--- config.mk ---
export PLATFORM = sky130hd
export DESIGN_NAME = booth_multiplier
export DESIGN_NICKNAME = d
export VERILOG_FILES = /design/src/rtl/mult_pkg.sv /design/src/rtl/booth_multiplier_step.sv /design/src/rtl/booth_multiplier.sv
export SDC_FILE = /design/constraint.sdc
export NUM_CORES = 1
export LEC_CHECK = 0
export BUFFER_PORTS_ARGS = -buffer_cell sky130_fd_sc_hd__buf_4
export CAP_MARGIN = 10
export CORE_MARGIN = 5
export CORE_UTILIZATION = 45
export CTS_CLUSTER_DIAMETER = 120
export DETAILED_ROUTE_END_ITERATION = 10
export HOLD_SLACK_MARGIN = 0.05
export PLACE_DENSITY = 0.65
export SLEW_MARGIN = 20
export SYNTH_ARGS = -nofsm -noshare
export SYNTH_HDL_FRONTEND = slang
export SYNTH_SLANG_ARGS = --single-unit
--- constraint.sdc ---
create_clock -name clk -period 9.7 [get_ports clk]
set_clock_uncertainty 0.1 [all_clocks]
set_input_delay 0.485 -clock clk [delete_from_list [all_inputs] [get_ports clk]]
set_output_delay 0.485 -clock clk [all_outputs]
set_load 0.02 [all_outputs]
--- src/rtl/mult_pkg.sv ---
// ---------------------------------------------------------------------------
// mult_pkg
// Shared definitions for the sequential signed radix-2 Booth multiplier:
//   MULT_WIDTH   default operand width
//   state_e      controller states (IDLE / RUN / DONE)
//   booth_op_e   per-step Booth operation (NOP / ADD / SUB)
//   cnt_width()  width of the step counter for a given operand width
//   booth_decode() maps {Q[0], q_1} onto a Booth operation
// ---------------------------------------------------------------------------
package mult_pkg;

    localparam int MULT_WIDTH = 32;

    typedef enum logic [1:0] {
        ST_IDLE = 2'd0,
        ST_RUN  = 2'd1,
        ST_DONE = 2'd2
    } state_e;

    typedef enum logic [1:0] {
        OP_NOP = 2'd0,
        OP_ADD = 2'd1,
        OP_SUB = 2'd2
    } booth_op_e;

    // One extra bit so the counter can represent WIDTH itself.
    function automatic int cnt_width(input int width);
        return $clog2(width) + 1;
    endfunction

    // Radix-2 Booth recoding of the current multiplier bit pair.
    function automatic booth_op_e booth_decode(input logic q0, input logic q_1);
        booth_op_e op;
        case ({q0, q_1})
            2'b01:   op = OP_ADD;
            2'b10:   op = OP_SUB;
            default: op = OP_NOP;
        endcase
        return op;
    endfunction

endpackage

--- src/rtl/booth_multiplier_step.sv ---
// ---------------------------------------------------------------------------
// booth_step
// One combinational radix-2 Booth iteration: add/subtract the sign-extended
// multiplicand into the accumulator according to {Q[0], q_1}, then shift the
// concatenation {A, Q, q_1} right arithmetically by one bit.
//
// Ports:
//   a_i    [WIDTH:0]    current accumulator (sign-extended)
//   q_i    [WIDTH-1:0]  current multiplier / low product bits
//   q1_i                current extra bit to the right of Q
//   mx_i   [WIDTH:0]    sign-extended multiplicand
//   a_o, q_o, q1_o      next {A, Q, q_1}
// ---------------------------------------------------------------------------
module booth_step
    import mult_pkg::*;
#(
    parameter int WIDTH = MULT_WIDTH
) (
    input  logic [WIDTH:0]   a_i,
    input  logic [WIDTH-1:0] q_i,
    input  logic             q1_i,
    input  logic [WIDTH:0]   mx_i,
    output logic [WIDTH:0]   a_o,
    output logic [WIDTH-1:0] q_o,
    output logic             q1_o
);

    booth_op_e        op;
    logic [WIDTH:0]   sum;

    assign op = booth_decode(q_i[0], q1_i);

    // (WIDTH+1)-bit modulo arithmetic; the extra bit keeps A - M exact even
    // when M is the most negative WIDTH-bit value.
    always_comb begin
        sum = a_i;
        case (op)
            OP_ADD:  sum = a_i + mx_i;
            OP_SUB:  sum = a_i - mx_i;
            default: sum = a_i;
        endcase
    end

    // Arithmetic right shift of {sum, Q, q_1}: sum's MSB replicates.
    assign a_o  = {sum[WIDTH], sum[WIDTH:1]};
    assign q_o  = {sum[0], q_i[WIDTH-1:1]};
    assign q1_o = q_i[0];

endmodule

--- src/rtl/booth_multiplier.sv ---
// ---------------------------------------------------------------------------
// booth_multiplier
// Sequential signed radix-2 Booth multiplier. A start request in IDLE
// captures both operands; WIDTH Booth steps follow (one per cycle), then a
// DONE cycle registers the 2*WIDTH-bit product into HI/LO and pulses multOut.
// Latency from the start edge to the multOut edge is WIDTH+1 cycles.
//
// Ports:
//   clk            system clock, rising edge
//   reset          synchronous active-high reset, aborts any operation
//   MultCtrl       start request, honoured only in IDLE
//   multiplicando  signed multiplicand M
//   multiplicador  signed multiplier Q
//   busy           high while in RUN or DONE (registered)
//   multOut        one-cycle completion pulse
//   HI / LO        upper / lower halves of the product, held until next result
// ---------------------------------------------------------------------------
module booth_multiplier
    import mult_pkg::*;
#(
    parameter int WIDTH = MULT_WIDTH
) (
    input  logic             clk,
    input  logic             reset,
    input  logic             MultCtrl,
    input  logic [WIDTH-1:0] multiplicando,
    input  logic [WIDTH-1:0] multiplicador,
    output logic             busy,
    output logic             multOut,
    output logic [WIDTH-1:0] HI,
    output logic [WIDTH-1:0] LO
);

    localparam int CW = cnt_width(WIDTH);
    localparam logic [CW-1:0] LAST_STEP = CW'(WIDTH - 1);

    state_e           state_q, state_d;
    logic [WIDTH:0]   a_q, a_d;
    logic [WIDTH:0]   mx_q, mx_d;
    logic [WIDTH-1:0] q_q, q_d;
    logic             q1_q, q1_d;
    logic [CW-1:0]    count_q, count_d;
    logic [WIDTH-1:0] hi_q, hi_d;
    logic [WIDTH-1:0] lo_q, lo_d;
    logic             busy_q, busy_d;
    logic             done_q, done_d;

    logic [WIDTH:0]   a_step;
    logic [WIDTH-1:0] q_step;
    logic             q1_step;

    booth_step #(
        .WIDTH (WIDTH)
    ) u_step (
        .a_i  (a_q),
        .q_i  (q_q),
        .q1_i (q1_q),
        .mx_i (mx_q),
        .a_o  (a_step),
        .q_o  (q_step),
        .q1_o (q1_step)
    );

    // State and datapath registers.
    always_ff @(posedge clk) begin
        if (reset) begin
            state_q <= ST_IDLE;
            a_q     <= '0;
            mx_q    <= '0;
            q_q     <= '0;
            q1_q    <= 1'b0;
            count_q <= '0;
            hi_q    <= '0;
            lo_q    <= '0;
            busy_q  <= 1'b0;
            done_q  <= 1'b0;
        end else begin
            state_q <= state_d;
            a_q     <= a_d;
            mx_q    <= mx_d;
            q_q     <= q_d;
            q1_q    <= q1_d;
            count_q <= count_d;
            hi_q    <= hi_d;
            lo_q    <= lo_d;
            busy_q  <= busy_d;
            done_q  <= done_d;
        end
    end

    // Next-state and datapath control.
    always_comb begin
        state_d = state_q;
        a_d     = a_q;
        mx_d    = mx_q;
        q_d     = q_q;
        q1_d    = q1_q;
        count_d = count_q;
        hi_d    = hi_q;
        lo_d    = lo_q;
        done_d  = 1'b0;

        case (state_q)
            ST_IDLE: begin
                if (MultCtrl) begin
                    a_d     = '0;
                    q_d     = multiplicador;
                    q1_d    = 1'b0;
                    mx_d    = {multiplicando[WIDTH-1], multiplicando};
                    count_d = '0;
                    state_d = ST_RUN;
                end
            end
            ST_RUN: begin
                a_d     = a_step;
                q_d     = q_step;
                q1_d    = q1_step;
                count_d = count_q + 1'b1;
                if (count_q == LAST_STEP) begin
                    state_d = ST_DONE;
                end
            end
            ST_DONE: begin
                // A's extra top bit is only a sign copy at this point.
                hi_d    = a_q[WIDTH-1:0];
                lo_d    = q_q;
                done_d  = 1'b1;
                state_d = ST_IDLE;
            end
            default: begin
                state_d = ST_IDLE;
            end
        endcase

        // Registered busy tracks the state being entered.
        busy_d = (state_d != ST_IDLE);
    end

    assign busy    = busy_q;
    assign multOut = done_q;
    assign HI      = hi_q;
    assign LO      = lo_q;

endmodule

==> qor.csv, run 1 <==
metric;value;unit
p_seq_share;42.2;%
synth_async_sr_flop_share;0;%
wl_per_cell;15.25;um
start_kind;register;
ioPinCount;133;
worstHoldStart;multiplicando[27];
vias_per_cell;5.395;
fillers;1941;
syn_to_final_growth;19.42;%
period_share;46.38;%
yosysUniqueCellTypes;62;
rr_startpoint;mx_q[0];
synth_top_area_share;38.59;%
critPathCaptureType;register;
path_clk_slew;70;ps
grt_pass1_wl;37950;um
worstPathRequired;9970;ps
max_stage_delay;640;ps
numPlacedInstances;1487;
cpMaxStageDelayCell;or4b_2;
slew_headroom;44.74;%
hold_path.class;in2reg;
antenna_found_initial;0;
slew_violations;0;
holdBufCountCts;0;
final_nets;1344;
syn_inst;1156;
path_buf_inv;1;
vdd_drop_max;0.0001214;V
ys_ff_latch;171;
ys_top_cells_by_count;236 x nand2_1, 171 x dfxtp_1, 170 x a21oi_1, 94 x nor2_1, 74 x clkbuf_1;
synth-edff-count;0;
drt_iter0_markers;501;
worst_slew_pin_slew;829.0;ps
fin_ws;5201;ps
post_cts_resized;0;
finalWirelength;23160;um
critical_path.top_delay_family;simple AND/OR/NAND/NOR gates;
finalPower;1.796;mW
rows;51;
ys_seq_area_share;38.59;%
hold_violations;0;
crit_fanout;6;
grt_max_degree;112;
dr.pass1.iters;6;
dp_hpwl;16660;um
yosys_warnings;0;
synth_top_area_cell;dfxtp_1;
io_buffers;132;
first_global_vias;7433;
p_leak;4.274;nW
fin_crit;4499;ps
grtUsageTotal;20.37;%
rsz0062_at_grt;no;
post_dp_cell_area;10010;sq um
p_switching;570.2;uW
drc;0;
worstPathCellList;inv_1 > ha_1 > or4b_2 > or4_1 > nor3_1 > a21oi_1 > xnor2_1 > ha_1 > and3_1 > nand2_1 > o21ai_0 > nand3_1 > o311ai_4 > a21oi_2 > or4b_1 > nand3_1;
syn_avg_cell_area;7.674;sq um
yosys-top-cells-area;dfxtp_1 39%, nand2_1 10%, a21oi_1 9.6%;
p_int;1.226;mW
yosysMostFrequentCell;nand2_1;
dieArea;22620;sq um
gp_congestion;0.8916;
start_util;45.58;%
root_buffer;clkbuf_16;
maxCapViolCount;0;
clock_latency;430;ps
htree_levels;4;
combPwrFrac;20.9;%
die_h;150.4;um
syn-cell-area;8871;sq um
setup_viol;0;
cts_tree;yes;
syn-num-nets;1259;
instances_no_fill;1519;
p_clk_share;36.8;%
cts_made_buffers;17;
post-place-ws;5200;ps
fin_tns_setup;0;ps
vias;8195;
detail-route-antenna-nets;0;
cts_buffer_depth;2;
reg2reg_slack;5200;ps
holdWs;199.6;ps
insertedDiodeCount;0;
fin_util;54.43;%
grt-ovfl-total;0;
startpoint;mx_q[0];
timing.fmax;0.2223;GHz
fp.coreArea;19460;sq um
power.density;169.5;nW/um^2
p_sw_share;31.75;%
arrival;4770;ps
synth_ff_type;dfxtp_1;
fin_area;10590;sq um
drive_gt1_share;15.47;%
status;finished, final reports clean;
post-cts-setup-buffers;0;
cts.sinks;171;
die_w;150.4;um
critPathKind;reg2reg;
## kinds of logic after synthesis
family	synth area share [%]
buf+inv	5.473
fa+ha+maj	5.162
xor+xnor	5.332
flops	38.59
mux	0.8040
simple gates	19.62
compound gates	25.02
## cell usage in the layout (no fill, tap or decap), drive strengths merged, types with 5 or more instances in the layout
cell / count
a211oi: 17
a21o: 16
a21oi: 171
a221oi: 22
a222oi: 12
a22oi: 17
a31oi: 10
and3: 6
buf: 144
clkbuf: 17
clkinv: 9
dfxtp: 171
ha: 35
inv: 56
mux2i: 6
nand2: 236
nand2b: 5
nand3: 11
nor2: 94
nor3: 18
nor4: 6
o21ai: 29
o22ai: 28
o31ai: 6
xnor2: 39
xor2: 15
## power by group through the flow
stage / clock (mW) / sequential [mW] / combinational, mW
after floorplan: 0 / 0.765 / 0.286
after global placement: 0 / 0.773 / 0.374
after detailed placement: 0 / 0.774 / 0.374
after CTS: 0.673 / 0.758 / 0.375
after global routing: 0.705 / 0.762 / 0.419
final: 0.662 / 0.758 / 0.376
## area by class of cell
type                            count  area (sq um)  share of cell area [%]
Clock buffer                       17         425.4                   4.016
Clock inverter                     15         151.4                   1.429
Inverter                           51         191.4                   1.807
Tap cell                          265         331.6                   3.130
Timing Repair Buffer              144          1085                   10.24
Sequential cell                   171          3423                   32.31
Multi-Input combinational cell    856          4986                   47.07
## metal layers
metal / vias up / GRT usage (%) / wire, um
met2: 217 / 31.46 / 10310
met4: 0 / 4.712 / 264
met5: - / 0 / 0
met3: 22 / 2.950 / 1314
met1: 3720 / 30.05 / 11270
li1: 4236 / - / -
## worst paths after layout
kind / endpoint / depth (start not counted)
max: a_q[26] / 16
min: mx_q[27] / 3
max reg2reg: a_q[26] / 16
min reg2reg: LO[26] / 2
## worst min-delay path: cells and delay by family
kind | cells | cell delay (ps)
buffers and inverters | 1 | 110
AO/OA/AOI/OAI | 1 | 50
AND/OR/NAND/NOR | 1 | 40
## sequential cells by signal, indices dropped and copies added, names as in the netlist
register and cells:
q1_q 1, state_q 2, q_q 32, count_q 6, LO 32, a_q 32, mx_q 32, busy 1
HI 32, multOut 1
(Power assumes the default switching activity.)
==> inputs of run 2 (changes only) <==
==> constraint.sdc (replaced) <==
create_clock -name clk -period 4.35 [get_ports clk]
set_clock_uncertainty 0.1 [all_clocks]
set_input_delay 0.2175 -clock clk [delete_from_list [all_inputs] [get_ports clk]]
set_output_delay 0.2175 -clock clk [all_outputs]
set_load 0.02 [all_outputs]
==> qor.csv, run 2 (synthesized netlist as in run 1, its figures left out) <==
metric;value;unit;change
worstPathCellList;inv_1 > ha_1 > or4b_2 > or4_1 > nor3_2 > nor2_1 > xnor2_1 > ha_2 > and3_4 > nand2_1 > o21ai_2 > nand3_1 > o311ai_4 > a21oi_2 > or4b_1 > nand3_1;;was inv_1 > ha_1 > or4b_2 > or4_1 > nor3_1 > a21oi_1 > xnor2_1 > ha_1 > and3_1 > nand2_1 > o21ai_0 > nand3_1 > o311ai_4 > a21oi_2 > or4b_1 > nand3_1
status;finished, final reports clean;;unchanged
vias_per_cell;5.314;;was 5.395
multi_input_area;5037;sq um;was 4986 sq um
regArea;3423;sq um;unchanged
cts_buffer_depth;2;;unchanged
syn_to_final_growth;28.73;%;was 19.42%
path_buf_inv;1;;unchanged
clock_latency;430;ps;about the same
io_buffers;132;;unchanged
wl_per_cell;15.24;um;was 15.25 um
p_sw_share;30.14;%;was 31.75%
worst_slew_pin_slew;921.5;ps;was 829.0 ps
worstPathRequired;4620;ps;was 9970 ps
p_seq_share;39.6;%;was 42.2%
final_nets;1425;;was 1344
dr.pass1.iters;5;;was 6
cts_tree;yes;;unchanged
rows;51;;unchanged
p_int;2.984;mW;was 1.226 mW
grt_max_degree;74;;was 112
fin_crit;4125;ps;was 4499 ps
maxCapViolCount;0;;unchanged
die_w;150.4;um;unchanged
crit_fanout;6;;unchanged
post-place-ws;68.11;ps;was 5200 ps
hold_violations;0;;unchanged
detail-route-antenna-nets;0;;unchanged
fp.coreArea;19460;sq um;unchanged
cts_made_buffers;17;;unchanged
p_clk_share;38.0;%;was 36.8%
slew_violations;0;;unchanged
post-cts-setup-buffers;0;;unchanged
cts.sinks;171;;unchanged
drc;0;;unchanged
die_h;150.4;um;unchanged
slew_headroom;38.33;%;was 44.74%
critPathKind;reg2reg;;unchanged
arrival;4390;ps;was 4770 ps
finalPower;4.271;mW;was 1.796 mW
root_buffer;clkbuf_16;;unchanged
dieArea;22620;sq um;unchanged
cpMaxStageDelayCell;or4b_2;;unchanged
finalWirelength;24380;um;was 23160 um
max_stage_delay;610;ps;was 640 ps
antenna_found_initial;0;;unchanged
layout_common_cells;235 x nand2_1, 182 x buf_4, 171 x dfxtp_1;;was 235 x nand2_1, 171 x dfxtp_1, 170 x a21oi_1
ioPinCount;133;;unchanged
grt-ovfl-total;0;;unchanged
drt_iter0_markers;492;;was 501
power.density;374.0;nW/um^2;was 169.5 nW/um^2
vias;8503;;was 8195
insertedDiodeCount;0;;unchanged
fillers;1811;;was 1941
critical_path.top_delay_family;simple AND/OR/NAND/NOR gates;;unchanged
crit_top_cell;nand3_1;;
p_switching;1.287;mW;was 570.2 uW
drive_gt1_share;18.28;%;was 15.47%
path_clk_slew;70;ps;about the same
grtUsageTotal;21.66;%;was 20.37%
gp_congestion;0.8414;;was 0.8916
hold_path.class;in2reg;;unchanged
grt_pass1_wl;40170;um;was 37950 um
period_share;94.84;%;was 46.38%
setup_viol;0;;unchanged
start_kind;register;;unchanged
combPwrFrac;22.5;%;was 20.9%
start_util;45.58;%;unchanged
fin_ws;224.5;ps;was 5201 ps
final_common_cell;nand2_1;;unchanged
timing.fmax;0.2424;GHz;was 0.2223 GHz
htree_levels;4;;unchanged
p_leak;4.667;nW;was 4.274 nW
dp_hpwl;17670;um;was 16660 um
first_global_vias;7988;;was 7433
critPathCaptureType;register;;unchanged
vdd_drop_max;0.0002522;V;was 0.0001214 V
## run 2: cell types whose count changed in the layout (fill, tap and decap cells not counted), sizes merged
cell,previous run,this run
buf,144,183
bufinv,0,3
dlygate4sd3,0,42
clkinv,9,5
clkinvlp,1,2
## run 2: path summary, 6_finish.rpt
check / startpoint / end / cells past startpoint / slack, ps
min reg2reg: q_q[25] / LO[25] / 2 / 350
max reg2reg: mx_q[1] / a_q[26] / 16 / 220
min: multiplicador[9] / q_q[9] / 3 / 60
max: mx_q[1] / a_q[26] / 16 / 220
## run 2: final cells by class
class	count	share of cell area, %
multi-input combinational	856	44.11
inverter	51	1.676
clock inverter	15	1.786
clock buffer	17	3.725
tap	265	2.903
sequential	171	29.98
timing repair buffer	225	15.82
## run 2: power groups by stage
stage	combinational [mW]	sequential (mW)	clock (mW)
after floorplan	0.638	1.71	0
after global placement	0.909	1.72	0
after detailed placement	0.913	1.72	0
after CTS	0.946	1.69	1.65
after global routing	1.07	1.70	1.72
final	0.959	1.69	1.62
## run 2: per-stage QoR
step / instance area (sq um) / std cells / hold slack (ps) / util (%) / setup TNS [ps]
after CTS: 11370 / 1600 / 50.18 / 58.41 / 0
after global routing: 11420 / 1600 / 52.26 / 58.68 / -20.49
after floorplan: 8871 / 1156 / 253.5 / - / 0
after global placement: 10320 / 1526 / 339.1 / 53.02 / 0
final: 11420 / 1600 / 62.55 / 58.68 / 0
after detailed placement: 10320 / 1526 / 341.9 / 53.02 / 0
## run 2: timing repair
action | 4_1_cts | 5_1_grt
hold buffers | 42 | 0
endpoints found under the hold margin | 42 | 0
resized for setup | 0 | 15
endpoints found under the setup margin | 0 | 11
## run 2: layer usage
layer  wire length, um  vias to the layer above  GRT usage (%)  share of wire (%)
met1             11710                     3878          30.40                 48
met3              1292                       26          3.823                5.3
met2             11060                      212          34.76                 45
met4               322                        0          5.078                1.3
met5                 0                        -              0                  0
li1                  -                     4387              -                  -
## run 2: tightest hold or removal path: stages
cell	delay (ps)
buf_4	110
o22ai_1	110
a221oi_1	90
==> inputs of run 3 (changes only) <==
--- a/config.mk
+++ b/config.mk
@@ -5,6 +5,7 @@
 export SDC_FILE = /design/constraint.sdc
 export NUM_CORES = 1
 export LEC_CHECK = 0
+export ABC_AREA = 1
 export BUFFER_PORTS_ARGS = -buffer_cell sky130_fd_sc_hd__buf_4
 export CAP_MARGIN = 10
 export CORE_MARGIN = 5
@@ -12,7 +13,6 @@
 export CTS_CLUSTER_DIAMETER = 120
 export DETAILED_ROUTE_END_ITERATION = 10
 export HOLD_SLACK_MARGIN = 0.05
-export PLACE_DENSITY = 0.65
 export SLEW_MARGIN = 20
 export SYNTH_ARGS = -nofsm -noshare
 export SYNTH_HDL_FRONTEND = slang
==> qor.csv, run 3 <==
metric;value;unit;change
first_global_vias;9691;;was 7988
slew_headroom;34.37;%;was 38.33%
path_clk_slew;70;ps;about the same
hold_path.class;in2reg;;unchanged
drive_gt1_share;12.44;%;was 18.28%
power.density;334.7;nW/um^2;was 374.0 nW/um^2
critPathKind;reg2reg;;unchanged
worst_slew_pin_slew;983.0;ps;was 921.5 ps
p_leak;5.976;nW;was 4.667 nW
finalWirelength;30090;um;was 24380 um
fillers;2094;;was 1811
critPathCaptureType;register;;unchanged
vias;9901;;was 8503
dr.pass1.iters;5;;unchanged
critical_path.top_delay_family;simple AND/OR/NAND/NOR gates;;unchanged
syn_inst;1515;;was 1156
worstPathRequired;4540;ps;was 4620 ps
status;finished, final reports clean;;unchanged
arrival;3470;ps;was 4390 ps
gp_congestion;0.9750;;was 0.8414
worstHoldStart;multiplicando[19];;was multiplicador[9]
synth_top_area_cell;dfxtp_1;;unchanged
io_buffers;132;;unchanged
p_sw_share;33.43;%;was 30.14%
max_stage_delay;380;ps;was 610 ps
dieArea;24710;sq um;was 22620 sq um
ys_seq_area_share;35.11;%;was 38.59%
crit_top_cell;nand2_1;;was nand3_1
post-cts-setup-buffers;0;;unchanged
vias_per_cell;5.044;;was 5.314
synth_top_area_share;35.11;%;was 38.59%
syn_avg_cell_area;6.436;sq um;was 7.674 sq um
hold_path_end;mx_q[19];;was q_q[9]
worstPathCellList;nor2_2 > nand3_2 > nor2_2 > nand3_1 > o21ai_2 > o21ai_2 > xnor2_1 > ha_1 > nand2_1 > inv_1 > nand2_1 > nand2_1 > nand2_1 > nand2_1 > a21oi_1 > nand2_1 > nand2_1 > nand3_1 > nand2_1 > a21oi_1;;was inv_1 > ha_1 > or4b_2 > or4_1 > nor3_2 > nor2_1 > xnor2_1 > ha_2 > and3_4 > nand2_1 > o21ai_2 > nand3_1 > o311ai_4 > a21oi_2 > or4b_1 > nand3_1
insertedDiodeCount;0;;unchanged
die_w;157.2;um;was 150.4 um
yosys-top-cells-area;dfxtp_1 35%, nand2_1 15%, inv_1 8.6%;;was dfxtp_1 39%, nand2_1 10%, a21oi_1 9.6%
fin_area;12110;sq um;was 11420 sq um
synth-edff-count;0;;unchanged
reg2reg_slack;1080;ps;was 220 ps
timing.fmax;0.3054;GHz;was 0.2424 GHz
root_buffer;clkbuf_16;;unchanged
maxCapViolCount;0;;unchanged
fp.coreArea;21150;sq um;was 19460 sq um
synth_ff_type;dfxtp_1;;unchanged
drt_iter0_markers;538;;was 492
ys_top_cells_by_count;388 x nand2_1, 223 x inv_1, 175 x nor2_1, 171 x dfxtp_1, 144 x a21oi_1;;was 236 x nand2_1, 171 x dfxtp_1, 170 x a21oi_1, 94 x nor2_1, 74 x clkbuf_1
detail-route-antenna-nets;0;;unchanged
p_clk_share;37.3;%;was 38.0%
die_h;157.2;um;was 150.4 um
rows;53;;was 51
htree_levels;4;;unchanged
drc;0;;unchanged
syn-cell-area;9751;sq um;was 8871 sq um
final_common_cell;nand2_1;;unchanged
cts_buffer_depth;2;;unchanged
post_dp_cell_area;10920;sq um;was 10320 sq um
cts_tree;yes;;unchanged
path_buf_inv;1;;unchanged
hold_depth;3;;unchanged
layout_common_cells;388 x nand2_1, 223 x inv_1, 174 x nor2_1;;was 235 x nand2_1, 182 x buf_4, 171 x dfxtp_1
final_nets;1779;;was 1425
p_seq_share;41.5;%;was 39.6%
antenna_found_initial;0;;unchanged
ys_ff_latch;171;;unchanged
yosysUniqueCellTypes;42;;was 62
start_kind;register;;unchanged
grt_pass1_wl;49270;um;was 40170 um
rr_startpoint;mx_q[7];;was mx_q[1]
clock_latency;440;ps;was 430 ps
fin_ws;1076;ps;was 224.5 ps
ff2ff_path_depth;20;;was 16
wl_per_cell;15.33;um;was 15.24 um
fin_tns_setup;0;ps;unchanged
crit_fanout;5;;was 6
post-place-ws;1128;ps;was 68.11 ps
fin_crit;3274;ps;was 4125 ps
rsz0062_at_grt;no;;
worstSetupPathDepth;20;;was 16
p_switching;1.355;mW;was 1.287 mW
yosys_warnings;0;;unchanged
grt-ovfl-total;0;;unchanged
cts.sinks;171;;unchanged
syn_to_final_growth;24.21;%;was 28.73%
cts_made_buffers;17;;unchanged
synth_async_sr_flop_share;0;%;unchanged
grtUsageTotal;24.77;%;was 21.66%
period_share;75.26;%;was 94.84%
cpMaxStageDelayCell;xnor2_1;;was or4b_2
ioPinCount;133;;unchanged
hold_violations;0;;unchanged
combPwrFrac;21.2;%;was 22.5%
start_util;46.09;%;was 45.58%
yosysMostFrequentCell;nand2_1;;unchanged
slew_violations;0;;unchanged
p_int;2.699;mW;was 2.984 mW
grt_max_degree;64;;was 74
syn-num-nets;1618;;was 1259
vdd_drop_max;0.0002501;V;was 0.0002522 V
setup_viol;0;;unchanged
dp_hpwl;21920;um;was 17670 um
r2r_end;a_q[25];;was a_q[26]
-- run 3: changes by cell type in the layout (fill, tap and decap cells not counted), moves of 16 or more --
| cell | before | now |
|---|---|---|
| o22ai_1 | 28 | 0 |
| o21ai_0 | 23 | 118 |
| dlygate4sd3_1 | 42 | 62 |
| a21oi_1 | 168 | 144 |
| nand2_1 | 235 | 388 |
| a221oi_1 | 22 | 4 |
| nor2_1 | 92 | 174 |
| inv_1 | 49 | 223 |
| xnor2_1 | 39 | 8 |
| nand3_1 | 10 | 46 |
| buf_4 | 182 | 143 |
| a211oi_1 | 17 | 1 |
-- run 3: power by group through the flow --
stage | Clock (mW) | Sequential [mW] | Combinational (mW)
final | 1.51 | 1.68 | 0.860
after global routing | 1.60 | 1.69 | 0.970
after CTS | 1.54 | 1.68 | 0.858
after detailed placement | 0 | 1.72 | 0.809
after global placement | 0 | 1.72 | 0.805
after floorplan | 0 | 1.70 | 0.576
-- run 3: timing repair --
action / 4_1_cts / 5_1_grt
hold buffers: 62 / 0
resized for setup: 0 / 0
hold endpoints to repair: 62 / 0
-- run 3: cell type report --
cell class                      count  area (sq um)  area share (%)
Multi-Input combinational cell   1047          5200           42.93
Clock buffer                       17         425.4           3.512
Tap cell                          275         344.1           2.841
Inverter                          234         878.3           7.252
Clock inverter                     14         146.4           1.209
Sequential cell                   171          3423           28.26
Timing Repair Buffer              205          1694           13.99
-- run 3: per-layer routing --
metal / global-route usage, % / wire, um
met1: 32.78 / 13960
met2: 40.59 / 13630
met5: 0 / 0
met3: 5.197 / 1816
met4: 7.866 / 688
-- run 3: how the worst max path moves through the flow --
stage,start,to,slack (ps)
floorplan,mx_q[0],a_q[31],1570
global placement,mx_q[7],a_q[25],1090
detailed placement,mx_q[7],a_q[25],1130
CTS,mx_q[7],a_q[25],1110
global route,mx_q[7],a_q[31],710
finish,mx_q[7],a_q[25],1080
-- run 3: cell families after synthesis --
| kind of cell | Yosys count | share of synthesized area [%] |
|---|---|---|
| adders and majority gates | 36 | 4.697 |
| DFF | 171 | 35.11 |
| buffers and inverters | 297 | 11.64 |
| xor gates and xnor gates | 38 | 3.413 |
| AOI/OAI and AO/OA | 326 | 18.44 |
| and+or+nand+nor | 647 | 26.70 |
-- run 3: worst register-to-register path: stages, from the launching register on --
cell,delay (ps)
dfxtp_1,360
nor2_2,210
nand3_2,90
nor2_2,110
nand3_1,120
o21ai_2,220
o21ai_2,130
xnor2_1,380
ha_1,380
nand2_1,160
inv_1,50
nand2_1,60
nand2_1,60
nand2_1,50
nand2_1,50
a21oi_1,220
nand2_1,80
nand2_1,60
nand3_1,90
nand2_1,90
a21oi_1,60
-- run 3: per-stage QoR --
stage | hold slack, ps | util (%) | std cells | power, mW
2_1_floorplan | 272.2 | - | 1515 | 2.277
3_3_place_gp | 353.5 | 51.62 | 1870 | 2.524
3_5_place_dp | 359.9 | 51.62 | 1870 | 2.527
4_1_cts | 57.54 | 57.25 | 1963 | 4.084
5_1_grt | 68.91 | 57.25 | 1963 | 4.265
6_report | 38.71 | 57.25 | 1963 | 4.054
